**src/rtl/bcd_pkg.sv**
```systemverilog
// bcd_pkg: shared constants and helpers for the binary-to-BCD conversion scheduler.
//   - default operand width / digit count and the derived BCD result width
//   - FSM state encodings (IDLE/CONV/DONE) and requester source encodings
//   - add3_digit: per-digit double-dabble correction
package bcd_pkg;

    localparam int unsigned WIDTH_DFLT  = 8;
    localparam int unsigned DIGITS_DFLT = 3;
    localparam int unsigned BCD_W       = 4 * DIGITS_DFLT;

    // Scheduler states
    localparam logic [1:0] ST_IDLE = 2'd0;
    localparam logic [1:0] ST_CONV = 2'd1;
    localparam logic [1:0] ST_DONE = 2'd2;

    // Requester sources
    localparam logic SRC_MAN  = 1'b0;
    localparam logic SRC_AUTO = 1'b1;

    // A BCD digit of 5 or more gets +3 so the following left shift carries correctly.
    function automatic logic [3:0] add3_digit(input logic [3:0] d);
        return (d >= 4'd5) ? 4'(d + 4'd3) : d;
    endfunction

endpackage

```
**src/rtl/bcd_conv_sched_bin2bcd_step.sv**
```systemverilog
// bin2bcd_step: one combinational double-dabble iteration.
// Ports:
//   bcd_i   [4*DIGITS-1:0]  current BCD accumulator
//   shift_i [WIDTH-1:0]     remaining binary operand bits (MSB first)
//   bcd_o   [4*DIGITS-1:0]  accumulator after add-3 correction and left shift
//   shift_o [WIDTH-1:0]     operand shifted left by one
module bin2bcd_step
    import bcd_pkg::*;
#(
    parameter int unsigned WIDTH  = WIDTH_DFLT,
    parameter int unsigned DIGITS = DIGITS_DFLT
) (
    input  logic [4*DIGITS-1:0] bcd_i,
    input  logic [WIDTH-1:0]    shift_i,
    output logic [4*DIGITS-1:0] bcd_o,
    output logic [WIDTH-1:0]    shift_o
);

    localparam int unsigned BW = 4 * DIGITS;

    logic [BW-1:0] adj;

    // Correct every digit before the shift
    for (genvar g = 0; g < DIGITS; g++) begin : g_dig
        assign adj[4*g +: 4] = add3_digit(bcd_i[4*g +: 4]);
    end

    // {bcd, shift} shifted left by one as a single register pair
    assign bcd_o   = {adj[BW-2:0], shift_i[WIDTH-1]};
    assign shift_o = {shift_i[WIDTH-2:0], 1'b0};

endmodule

```
**src/rtl/bcd_conv_sched.sv**
```systemverilog
// bcd_conv_sched: shares one iterative binary-to-BCD engine between a button-latched
// switch operand (manual) and a free-running auto-increment counter (auto).
// Round-robin arbitration, WIDTH-cycle conversion, per-requester result registers.
// Build option: define AUTO_SRC_EN to build the auto tick source and round-robin;
// without it only the manual requester exists and auto outputs are tied to 0.
// Ports:
//   clk          single clock, rising edge
//   reset        synchronous active-high reset
//   btn_n        raw active-low button
//   switch       manual operand
//   latched      last captured switch value
//   man_bcd      manual conversion result
//   man_hund_nz  hundreds digit of man_bcd is non-zero
//   auto_bin     current auto counter value
//   auto_bcd     auto conversion result
//   busy         high while converting or writing back
//   done         one-cycle pulse after a result is written
module bcd_conv_sched
    import bcd_pkg::*;
#(
    parameter int unsigned WIDTH    = WIDTH_DFLT,
    parameter int unsigned DIGITS   = BCD_W / 4,
    parameter int unsigned TICK_DIV = 50_000_000
) (
    input  logic                clk,
    input  logic                reset,
    input  logic                btn_n,
    input  logic [WIDTH-1:0]    switch,
    output logic [WIDTH-1:0]    latched,
    output logic [4*DIGITS-1:0] man_bcd,
    output logic                man_hund_nz,
    output logic [WIDTH-1:0]    auto_bin,
    output logic [4*DIGITS-1:0] auto_bcd,
    output logic                busy,
    output logic                done
);

    localparam int unsigned BW    = 4 * DIGITS;
    localparam int unsigned CNT_W = $clog2(WIDTH + 1);

    // Elaboration guard on the tick divider
    if (TICK_DIV < 2) begin : g_tick_div_chk
        $error("TICK_DIV must be at least 2");
    end

    logic               b1_q, b2_q, press_c;
    logic [WIDTH-1:0]   latched_q, latched_d;
    logic               pend_m_q, pend_m_d;
    logic [1:0]         state_q, state_d;
    logic [CNT_W-1:0]   cnt_q, cnt_d;
    logic [WIDTH-1:0]   shift_q, shift_d, step_shift;
    logic [BW-1:0]      bcd_q, bcd_d, step_bcd;
    logic               src_q, src_d;
    logic [BW-1:0]      man_bcd_q, man_bcd_d;
    logic               man_hund_nz_q, man_hund_nz_d;
    logic               busy_q, busy_d;
    logic               done_q, done_d;
    logic               req_c, grant_src_c, take_c;
    logic [WIDTH-1:0]   auto_bin_c, operand_c;

    // Button: pressed-level rising edge after a two-flop sampler
    assign press_c = b1_q & ~b2_q;

    bin2bcd_step #(
        .WIDTH  (WIDTH),
        .DIGITS (DIGITS)
    ) u_step (
        .bcd_i   (bcd_q),
        .shift_i (shift_q),
        .bcd_o   (step_bcd),
        .shift_o (step_shift)
    );

`ifdef AUTO_SRC_EN
    localparam int unsigned TICK_W = (TICK_DIV > 2) ? $clog2(TICK_DIV) : 1;

    logic [TICK_W-1:0]  tick_q, tick_d;
    logic               tick_c;
    logic [WIDTH-1:0]   auto_bin_q, auto_bin_d;
    logic [BW-1:0]      auto_bcd_q, auto_bcd_d;
    logic               pend_a_q, pend_a_d;
    logic               last_grant_q, last_grant_d;

    // Round-robin: on a tie the source that was not granted last wins
    always_comb begin
        req_c = pend_m_q | pend_a_q;
        if (pend_m_q && pend_a_q) begin
            grant_src_c = ~last_grant_q;
        end else if (pend_a_q) begin
            grant_src_c = SRC_AUTO;
        end else begin
            grant_src_c = SRC_MAN;
        end
    end

    assign auto_bin_c = auto_bin_q;

    // Tick divider, auto counter, auto request and auto result
    always_comb begin
        tick_c       = (tick_q == '0);
        tick_d       = tick_c ? TICK_W'(TICK_DIV - 1) : TICK_W'(tick_q - TICK_W'(1));
        auto_bin_d   = WIDTH'(auto_bin_q + WIDTH'(tick_c));
        pend_a_d     = (pend_a_q & ~(take_c & (grant_src_c == SRC_AUTO))) | tick_c;
        last_grant_d = take_c ? grant_src_c : last_grant_q;
        auto_bcd_d   = ((state_q == ST_DONE) && (src_q == SRC_AUTO)) ? bcd_q : auto_bcd_q;
    end

    always_ff @(posedge clk) begin
        if (reset) begin
            tick_q       <= TICK_W'(TICK_DIV - 1);
            auto_bin_q   <= '0;
            auto_bcd_q   <= '0;
            pend_a_q     <= 1'b0;
            last_grant_q <= SRC_AUTO;
        end else begin
            tick_q       <= tick_d;
            auto_bin_q   <= auto_bin_d;
            auto_bcd_q   <= auto_bcd_d;
            pend_a_q     <= pend_a_d;
            last_grant_q <= last_grant_d;
        end
    end

    assign auto_bin = auto_bin_q;
    assign auto_bcd = auto_bcd_q;
`else
    assign req_c       = pend_m_q;
    assign grant_src_c = SRC_MAN;
    assign auto_bin_c  = '0;
    assign auto_bin    = '0;
    assign auto_bcd    = '0;
`endif

    // Operand sampled at the grant edge
    assign operand_c = (grant_src_c == SRC_AUTO) ? auto_bin_c : latched_q;
    assign take_c    = (state_q == ST_IDLE) && req_c;

    // Next-state and datapath
    always_comb begin
        state_d       = state_q;
        cnt_d         = cnt_q;
        shift_d       = shift_q;
        bcd_d         = bcd_q;
        src_d         = src_q;
        man_bcd_d     = man_bcd_q;
        man_hund_nz_d = man_hund_nz_q;
        done_d        = 1'b0;

        // A press on the grant edge keeps the manual request pending
        latched_d = press_c ? switch : latched_q;
        pend_m_d  = (pend_m_q & ~(take_c & (grant_src_c == SRC_MAN))) | press_c;

        case (state_q)
            ST_IDLE: begin
                if (req_c) begin
                    state_d = ST_CONV;
                    shift_d = operand_c;
                    bcd_d   = '0;
                    cnt_d   = '0;
                    src_d   = grant_src_c;
                end
            end
            ST_CONV: begin
                bcd_d   = step_bcd;
                shift_d = step_shift;
                cnt_d   = CNT_W'(cnt_q + CNT_W'(1));
                if (cnt_q == CNT_W'(WIDTH - 1)) begin
                    state_d = ST_DONE;
                end
            end
            ST_DONE: begin
                state_d = ST_IDLE;
                done_d  = 1'b1;
                if (src_q == SRC_MAN) begin
                    man_bcd_d     = bcd_q;
                    man_hund_nz_d = (bcd_q[11:8] != 4'd0);
                end
            end
            default: begin
                state_d = ST_IDLE;
            end
        endcase

        busy_d = (state_d != ST_IDLE);
    end

    // State register
    always_ff @(posedge clk) begin
        if (reset) begin
            state_q <= ST_IDLE;
        end else begin
            state_q <= state_d;
        end
    end

    // Datapath and output registers
    always_ff @(posedge clk) begin
        if (reset) begin
            b1_q          <= 1'b0;
            b2_q          <= 1'b0;
            latched_q     <= '0;
            pend_m_q      <= 1'b0;
            cnt_q         <= '0;
            shift_q       <= '0;
            bcd_q         <= '0;
            src_q         <= SRC_MAN;
            man_bcd_q     <= '0;
            man_hund_nz_q <= 1'b0;
            busy_q        <= 1'b0;
            done_q        <= 1'b0;
        end else begin
            b1_q          <= ~btn_n;
            b2_q          <= b1_q;
            latched_q     <= latched_d;
            pend_m_q      <= pend_m_d;
            cnt_q         <= cnt_d;
            shift_q       <= shift_d;
            bcd_q         <= bcd_d;
            src_q         <= src_d;
            man_bcd_q     <= man_bcd_d;
            man_hund_nz_q <= man_hund_nz_d;
            busy_q        <= busy_d;
            done_q        <= done_d;
        end
    end

    assign latched     = latched_q;
    assign man_bcd     = man_bcd_q;
    assign man_hund_nz = man_hund_nz_q;
    assign busy        = busy_q;
    assign done        = done_q;

endmodule

```
**config.mk**
```make
export PLATFORM = sky130hd
export DESIGN_NAME = bcd_conv_sched
export DESIGN_NICKNAME = d
export VERILOG_FILES = /design/src/rtl/bcd_pkg.sv /design/src/rtl/bcd_conv_sched_bin2bcd_step.sv /design/src/rtl/bcd_conv_sched.sv
export SDC_FILE = /design/constraint.sdc
export NUM_CORES = 1
export LEC_CHECK = 0
export CORE_MARGIN = 2
export CORE_UTILIZATION = 30
export CTS_CLUSTER_SIZE = 10
export DETAILED_ROUTE_END_ITERATION = 16
export GPL_TIMING_DRIVEN = 0
export PLACE_DENSITY = 0.61
export SLEW_MARGIN = 15
export SYNTH_ARGS = -nofsm -noshare
export SYNTH_HDL_FRONTEND = slang
export SYNTH_SLANG_ARGS = --single-unit
```
**constraint.sdc**
```tcl
create_clock -name clk -period 1.85 [get_ports clk]
set_input_delay 0.185 -clock clk [delete_from_list [all_inputs] [get_ports clk]]
set_output_delay 0.185 -clock clk [all_outputs]
set_load 0.02 [all_outputs]
```
## After elaboration in Yosys (flattened, before gate mapping)

Cells that the tools add are included.
W data, S select, Z words.

- Register bits after elaboration: 52
- Input port bits: 11
- Output and inout port bits: 43
- Word-level logic and storage cells: 48

- Add/subtract/negate cells: 4
- $lt $le $gt $ge: 3
- Equal/unequal tests: 4
- Muxes and demuxes: 13
- Bitwise gates (word level): 6
- Reduce and logical (&&, ||, !) cells: 6

Operators with widths:

| cell | count |
|---|---|
| $pmux W12 S2 | 1 |
| $pmux W8 S2 | 1 |
| $ge A4 B3 Y1 const B | 3 |
| $mux W12 | 1 |
| $mux W4 | 3 |
| $add A4 B2 Y4 const B | 2 |
| $mux W8 | 1 |
| $pmux W4 S2 | 1 |
| $add A4 B1 Y4 const B | 1 |
| $eq A4 B3 Y1 const B | 1 |
| $mux W2 | 2 |
| $pmux W2 S2 | 1 |
| $reduce_bool A2 Y1 | 2 |
| $reduce_bool A4 Y1 | 1 |
| $add A3 B2 Y3 const B | 1 |
| $mux W3 | 1 |
| $not A1 Y1 | 3 |
| $and A1 B1 Y1 | 2 |
| $eq A2 B1 Y1 const B | 1 |
| $eq A2 B2 Y1 const B | 1 |
| $logic_not A2 Y1 | 1 |
| $ne A2 B2 Y1 const B | 1 |
| $reduce_and A2 Y1 | 1 |
| $logic_and A1 B1 Y1 | 1 |
| other kinds (2) | 2 |

## Longest topological paths before layout

- Depth after elaboration: 5
- Depth in mapped cells: 6
- Mapped depth without buffers: 6

## Modules after synthesis

From an unflattened synthesis, not the netlist that was laid out.

- Cells, all modules: 290
- Area, all modules: 2427.3 µm²

By module, submodules not included:

| module | instances | cells an instance | area an instance (µm²) | seq. area each (µm²) |
|---|---|---|---|---|
| bcd_conv_sched | 1 | 236 | 2072.0 | 1041.0 |
| bin2bcd_step | 1 | 54 | 355.3 | 0.0 |

## Least setup slack after synthesis

No wires, ideal clock.

- Path type: register to register
- Start: reg bcd_q[1]
- End: reg bcd_q[2]
- Setup time: 117 ps
- Data arrival time: 1250 ps
- Data required time: 1733 ps
- Slack: 483 ps
- Cell stages (with the launch flop): 7
- Cell sequence: dfxtp_1 inv_1 ha_1 nand2b_1 a21oi_1 mux2i_1 a22o_1

- Cells in the longest elaborated chain, start to end: 3

RTL lines:

| item | RTL line | text |
|---|---|---|
| start, declared | bcd_conv_sched.sv:52 | `logic [BW-1:0] bcd_q, bcd_d, step_bcd;` |
| start signal, assigned | bcd_conv_sched.sv:205 | `bcd_q <= '0;` |
| start signal, assigned | bcd_conv_sched.sv:218 | `bcd_q <= bcd_d;` |
| $add A4 B2 Y4 / $ge A4 B3 Y1 (equally long branches) | bcd_pkg.sv:22 | `return (d >= 4'd5) ? 4'(d + 4'd3) : d;` |
| $mux W4 * | bcd_pkg.sv:22 |  |
| $pmux W12 S2 * | bcd_conv_sched.sv:153 | `case (state_q)` |

Every way passes the cells marked *; elsewhere a longest branch is shown, timed or not.
A chain may end at the register's enable or synchronous reset.

## Worst setup path in the final report

Same ends and word-level chain as after synthesis.

==> impl_results.md <==
* Combinational power share at 12.2%
* P_sw at 0.525 mW
* CTS tree: yes
* Worst-margin pin slew at 0.605 ns
* Min-delay src: reset
* Placement Cell Area at between 2000 and 3000 µm²
* Final max-slew violation count at 0
* Met1 usage at 15.4%
* Synth Flop Type: dfxtp_1
* Syn Area/Cell at between 8 and 9 µm²
* Seq pwr share at 55.9%
* # clock sinks at between 50 and 60
* Diode count at 0
* Hold WC Path Type: in2reg
* Die Area at 8490 µm²
* WP data arrival at 1.72 ns
* Final Hold Vio Count at 0
* Final nets at 358
* Slew HR at 59.7%
* Yosys cell types at 35
* Hold endpoint: b2_q$_SDFF_PP0_
* Port bufs at 32
* Clk buf depth at 2
* CP cell instances: inv_1 -> ha_1 -> nand2b_1 -> a21oi_1 -> mux2i_1 -> a22o_1
* Clock transition at path regs at around 0.09 ns
* Post-detail-place hpwl at between 3000 and 4000 µm
* Worst-path fanout max at 4
* Seq cells post-synth at 52
* Max VDD drop at about 0.36 mV
* Critical Path Slowest Stage Cell: dfxtp_1
* Initial Util at 30.6%
* Maximum number of pins on one net before global-route repair at 15
* Crit Path Class: reg2reg
* RSZ-0062 raised after global routing: false
* DRT Wirelength at 4860 µm
* Global Route Usage Sum at between 10% and 20%
* Root Buffer: clkbuf_8
* Area Growth Syn to Fin at 26.1%
* Power density cells at 710 nW/µm²
* First-pass DRT Iterations at 4
* Fin crit share at 81.9%
* Register-to-Register Path Depth at 6
* H-tree depth at 2
* Worst setup EP type: flip-flop
* Element type at the critical path start: flip-flop
* Setup TNS at 0 ns
* Origin of the critical flop-to-flop path: bcd_q[1]$_SDFFE_PP0P_
* Flop2flop setup slack at 0.33 ns
* Vias post-DR at 1918
* Post-CTS sizing at 0
* Gr busiest metal: met2
* DRC at 0
* Mapped cell area at 2330 µm²
* Gr ovfl total at 0
* Vias in the first global route at about 1900
* Vias per std cell at 4.34
* Max-Cap Viols at 0
* Final min period at roughly 1.5 ns
* Max stage delay on crit path at 0.39 ns
* Synth top area share at 44.7%
* Number of synthesized flops with an enable pin at 0
* DIE HEIGHT at around 92 µm
* Yosys warns at 0
* Core ar. at 7610 µm²
* Switching Share at about a quarter
* Max Clk Rate at around 660 MHz
* Pint at approximately 1.6 mW
* Drt initial violations at 60
* GPL Wtd Cong at around 0.76
* Sequential fraction of the synthesis area at ~45%
* CP Launch Point: bcd_q[1]$_SDFFE_PP0P_
* Fillers at 804
* Total power at 2.09 mW
* Post-route cell area at 2940 µm²
* Post-synth ARST share at 0%
* IO Pins at 54
* Antenna viol nets, final at 0
* Hold Path Depth at 2
* Hold Buf Count CTS at 0
* Status: finished, final reports clean
* Dominant cells by area after synthesis: dfxtp_1, nand2_1, a21oi_1
* DIE WIDTH at about 92 µm
* CP Data Required Time at around 2 ns
* First-pass GRT wire length at 8500 µm
* Synth Instances at 281
* Setup violation total in the final timing report at 0
* Synth area leader: dfxtp_1
* Clock power frac at between 30% and 40%
* # rows at 32
* Post-CTS setup buffers at 0
* Inserted Clock Buffers at 5
* Reg-to-Reg End: bcd_q[2]$_SDFFE_PP0P_
* Antenna violations before repair at 0
* Wirelength per Cell at 11.0 µm
* Leak pwr at approximately 1.2 nW
* Ratio of cells with drive above 1 in the final layout at approximately 11%
* Setup Skew at 0.00659 ns
* Clock latency on the worst-skew pair at 0.30 ns
* Met2 Track Usage GR at 21.0%
* Grt met3 use at under 10%
## Yosys cell counts, types with 4 or more instances
cell type and instances:
inv_1 6, nand3_1 5, nor2b_1 8, buf_4 22
ha_1 8, nand2_1 45, nor3_1 10, a22o_1 8
buf_2 5, a21oi_1 33, clkbuf_1 4, nand2b_1 5
nor2_1 32, o21ai_0 6, dfxtp_1 52
## cells by family (layout without fill, tap and decap cells)
| group | after synthesis | in the layout | share of synthesized area (%) |
|---|---|---|---|
| simple gates | 113 | 113 | 22.0 |
| compound gates | 56 | 56 | 14.3 |
| flops | 52 | 52 | 44.7 |
| buf+inv | 43 | 83 | 11.4 |
| fa+ha+maj | 8 | 8 | 4.29 |
| xor+xnor | 5 | 5 | 1.88 |
| mux | 3 | 3 | 1.29 |
| other cells | 1 | 20 | 0.161 |
## metal layers
layer  vias up  share of wire, %
met5         -                 0
met3         7               4.9
met2        51                46
met1       856                48
li1       1004                 -
met4         0               1.2
## registers in the layout, indices dropped and copies added (netlist names)
register / cells
bcd_q: 12
man_bcd: 12
latched: 8
shift_q: 8
cnt_q: 4
state_q: 2
b1_q: 1
b2_q: 1
busy: 1
done: 1
man_hund_nz: 1
pend_m_q: 1
## through the flow
stage	hold WS [ns]	cells	setup slack, ns	utilization (%)
after detailed placement	0.448	434	0.362	37.5
after global routing	0.283	442	0.214	38.7
after floorplan	0.257	300	0.483	-
after CTS	0.234	442	0.324	38.7
after global placement	0.444	434	0.370	37.5
final	0.234	442	0.335	38.7
## how the worst max path moves through the flow
| stage | to | slack (ns) |
|---|---|---|
| floorplan | bcd_q[2]$_SDFFE_PP0P_ | 0.48 |
| global placement | bcd_q[6]$_SDFFE_PP0P_ | 0.37 |
| detailed placement | bcd_q[2]$_SDFFE_PP0P_ | 0.36 |
| CTS | latched[1] | 0.32 |
| global route | bcd_q[6]$_SDFFE_PP0P_ | 0.21 |
| finish | bcd_q[2]$_SDFFE_PP0P_ | 0.33 |
## cells in the final DEF (no fill, tap or decap)
master            n
dfxtp_1          52
nand2_1          45
a21oi_1          33
nor2_1           32
clkdlybuf4s50_1  32
buf_4            22
conb_1           20
nor3_1           10
nor2b_1           8
a22o_1            8
ha_1              8
inv_1             6
clkbuf_1          6
o21ai_0           6
clkbuf_8          6
buf_2             5
nand2b_1          5
nand3_1           5
mux2i_1           3
xnor2_1           3
buf_1             3
buf_6             2
a311oi_1          2
xor2_1            2
a22oi_1           2
and4b_1           2
a211oi_1          2
clkbuf_2          1
nand2b_4          1
or2_1             1
a32oi_1           1
nor2_2            1
and2b_1           1
or3_1             1
a31oi_1           1
o21ai_1           1
nand3b_1          1
## power groups by stage
stage	combinational (mW)	clock (mW)	sequential, mW
finish	0.256	0.665	1.17
global route	0.285	0.727	1.17
CTS	0.257	0.685	1.17
detailed placement	0.256	0	1.19
global placement	0.255	0	1.19
floorplan	0.175	0	1.20
## cell type report
cell class                      count  area (µm²)  area share [%]
Timing Repair Buffer               32         320            10.9
Sequential cell                    52        1040            35.4
Tap cell                          102         128            4.34
Inverter                            6        22.5           0.766
Clock buffer                        8        90.1            3.06
Buffer                             37         244            8.30
Multi-Input combinational cell    205        1090            37.2
## worst max-delay path, delay by kind of cell, from the launching register on
family | cells | cell delay, ns
multiplexers | 1 | 0.13
flip-flops | 1 | 0.39
AO/OA/AOI/OAI | 2 | 0.49
buffers and inverters | 1 | 0.09
adder cells (fa/ha/maj) | 1 | 0.17
AND/OR/NAND/NOR | 1 | 0.14
Note: power is estimated with default switching activity, not from simulation.
==> variant (same flow settings) <==
Add a define of `AUTO_SRC_EN`.
--- a/src/rtl/bcd_conv_sched.sv
+++ b/src/rtl/bcd_conv_sched.sv
@@ -15,6 +15,8 @@
 //   auto_bcd     auto conversion result
 //   busy         high while converting or writing back
 //   done         one-cycle pulse after a result is written
+`define AUTO_SRC_EN
+
 module bcd_conv_sched
     import bcd_pkg::*;
 #(
Check against the original RTL: no difference found for any inputs over 10 cycles, from zero or initial values and one cycle with reset high; that may be too few to reach the edited logic, so the function may still have changed.
==> variant against the original RTL <==
  * The flow now finishes with violations (negative setup slack)
  * Clock power grew to 2.9 times the old value
  * Critical endpoint is now auto_bin[3]
  * Global-route usage is 1.3 points higher
  * Largest cell class unchanged
  * Setup slack worse by 0.64 ns
  * Synthesized cell count is 68% higher
  * Wire length is 97% higher
  * Sequential power is 91% higher
  * Power is 110% higher
  * Clock skew is 0.0029 ns higher
  * Via count is 80% higher
  * Synthesized area is 77% higher
  * Sequential cell count is 49 higher
  * Final area is 87% higher
  * Largest power group unchanged
==> variant: results (changes against the original RTL) <==
- The run finished, with violations left.
- The final reports fail on negative setup slack.
- The clock buffer and inverter area fraction after layout is 5.587% (+2.5 points).
- The clock-pin slew reported for the worst setup and hold paths after clock tree synthesis came to 0.07 ns (-0.02 ns).
- The worst relative slew slack is 62.14% (+2.4 points).
- The placed cell count is 701 (+62%).
- The number of nets in the finished design was 574 (+60%).
- The standby leakage power is 1.894 nW (+63%).
- The number of CTS-inserted buffers is 9 (+4).
- The source of the critical timing path is tick_q[20].
- The power consumed by sequential cells is 2.23 mW (+91%).
- The via density per instance is 4.704 (+8.4%).
- The final critical-path setup slack is -0.3034 ns (-0.6382 ns).
- The total wire length after detailed routing is 9546 um (+97%).
- The compound-gate portion of the synthesized area is 11.98% (-2.3 points).
- The sequential share of cell area was 36.86% (+1.5 points).
- The wire length per cell after detailed routing came to 13.04 um (+19%).
- The total global-route track usage is 13.54% (+1.3 points).
- The clock root buffer is sky130_fd_sc_hd__clkbuf_16.
- The count of multi-input gates is 339 (+65%).
- The XOR/XNOR share of the synthesized area was 6.792% (+4.9 points).
- The area taken by multi-input logic gates is 0.002142 mm^2 (+96%).
- The count of final setup violators is 31 (+31).
- The clock insertion delay at the later pin of the skew report is 0.34 ns (+0.04 ns).
- The minimum setup slack after placement is -0.5052 ns (-0.8676 ns).
- The number of cells produced by synthesis came to 472 (+68%).
- The worst clock skew was 0.009536 ns (+0.002948 ns).
## variant: changes by cell type in the layout (fill, tap and decap cells not counted), moves of 9 or more
cell and change:
sky130_fd_sc_hd__nor2_1 +28, sky130_fd_sc_hd__xor2_1 +10, sky130_fd_sc_hd__nand2_2 +9, sky130_fd_sc_hd__a22oi_1 +21, sky130_fd_sc_hd__xnor2_1 +16, sky130_fd_sc_hd__nand2_1 +13, sky130_fd_sc_hd__dfxtp_1 +44, sky130_fd_sc_hd__clkdlybuf4s50_1 +21
sky130_fd_sc_hd__buf_4 -11, sky130_fd_sc_hd__conb_1 -20, sky130_fd_sc_hd__clkbuf_16 +9, sky130_fd_sc_hd__a21oi_1 +14
## variant: what timing repair did
| action | CTS | global route |
|---|---|---|
| pin swaps | 17 | 11 |
| setup buffers | 11 | 6 |
| cloned | 2 | 0 |
| setup endpoints to repair | 29 | 51 |
| gates resized for setup | 26 | 23 |
## variant: worst min-delay path: cells and delay by family
kind                   cells  cell delay (ns)
AOI/OAI and AO/OA          1             0.05
buffers and inverters      1             0.40
and+or+nand+nor            1             0.05
## variant: final timing paths
check / endpoint / slack [ns] / cells after the start
worst min-delay path: latched[4] / 0.39 / 3
worst max-delay path: auto_bin[3] / -0.30 / 8
worst max register to register: auto_bin[3] / -0.30 / 8
worst min register to register: man_bcd[8] / 0.46 / 2
## variant: metal layers
layer | track usage [%] | part of all wire [%] | vias to the layer above
met5 | 0 | 0 | -
met4 | 4.598 | 1.6 | 0
met3 | 3.430 | 4.5 | 10
met2 | 21.38 | 45 | 65
met1 | 17.98 | 49 | 1596
li1 | - | - | 1772
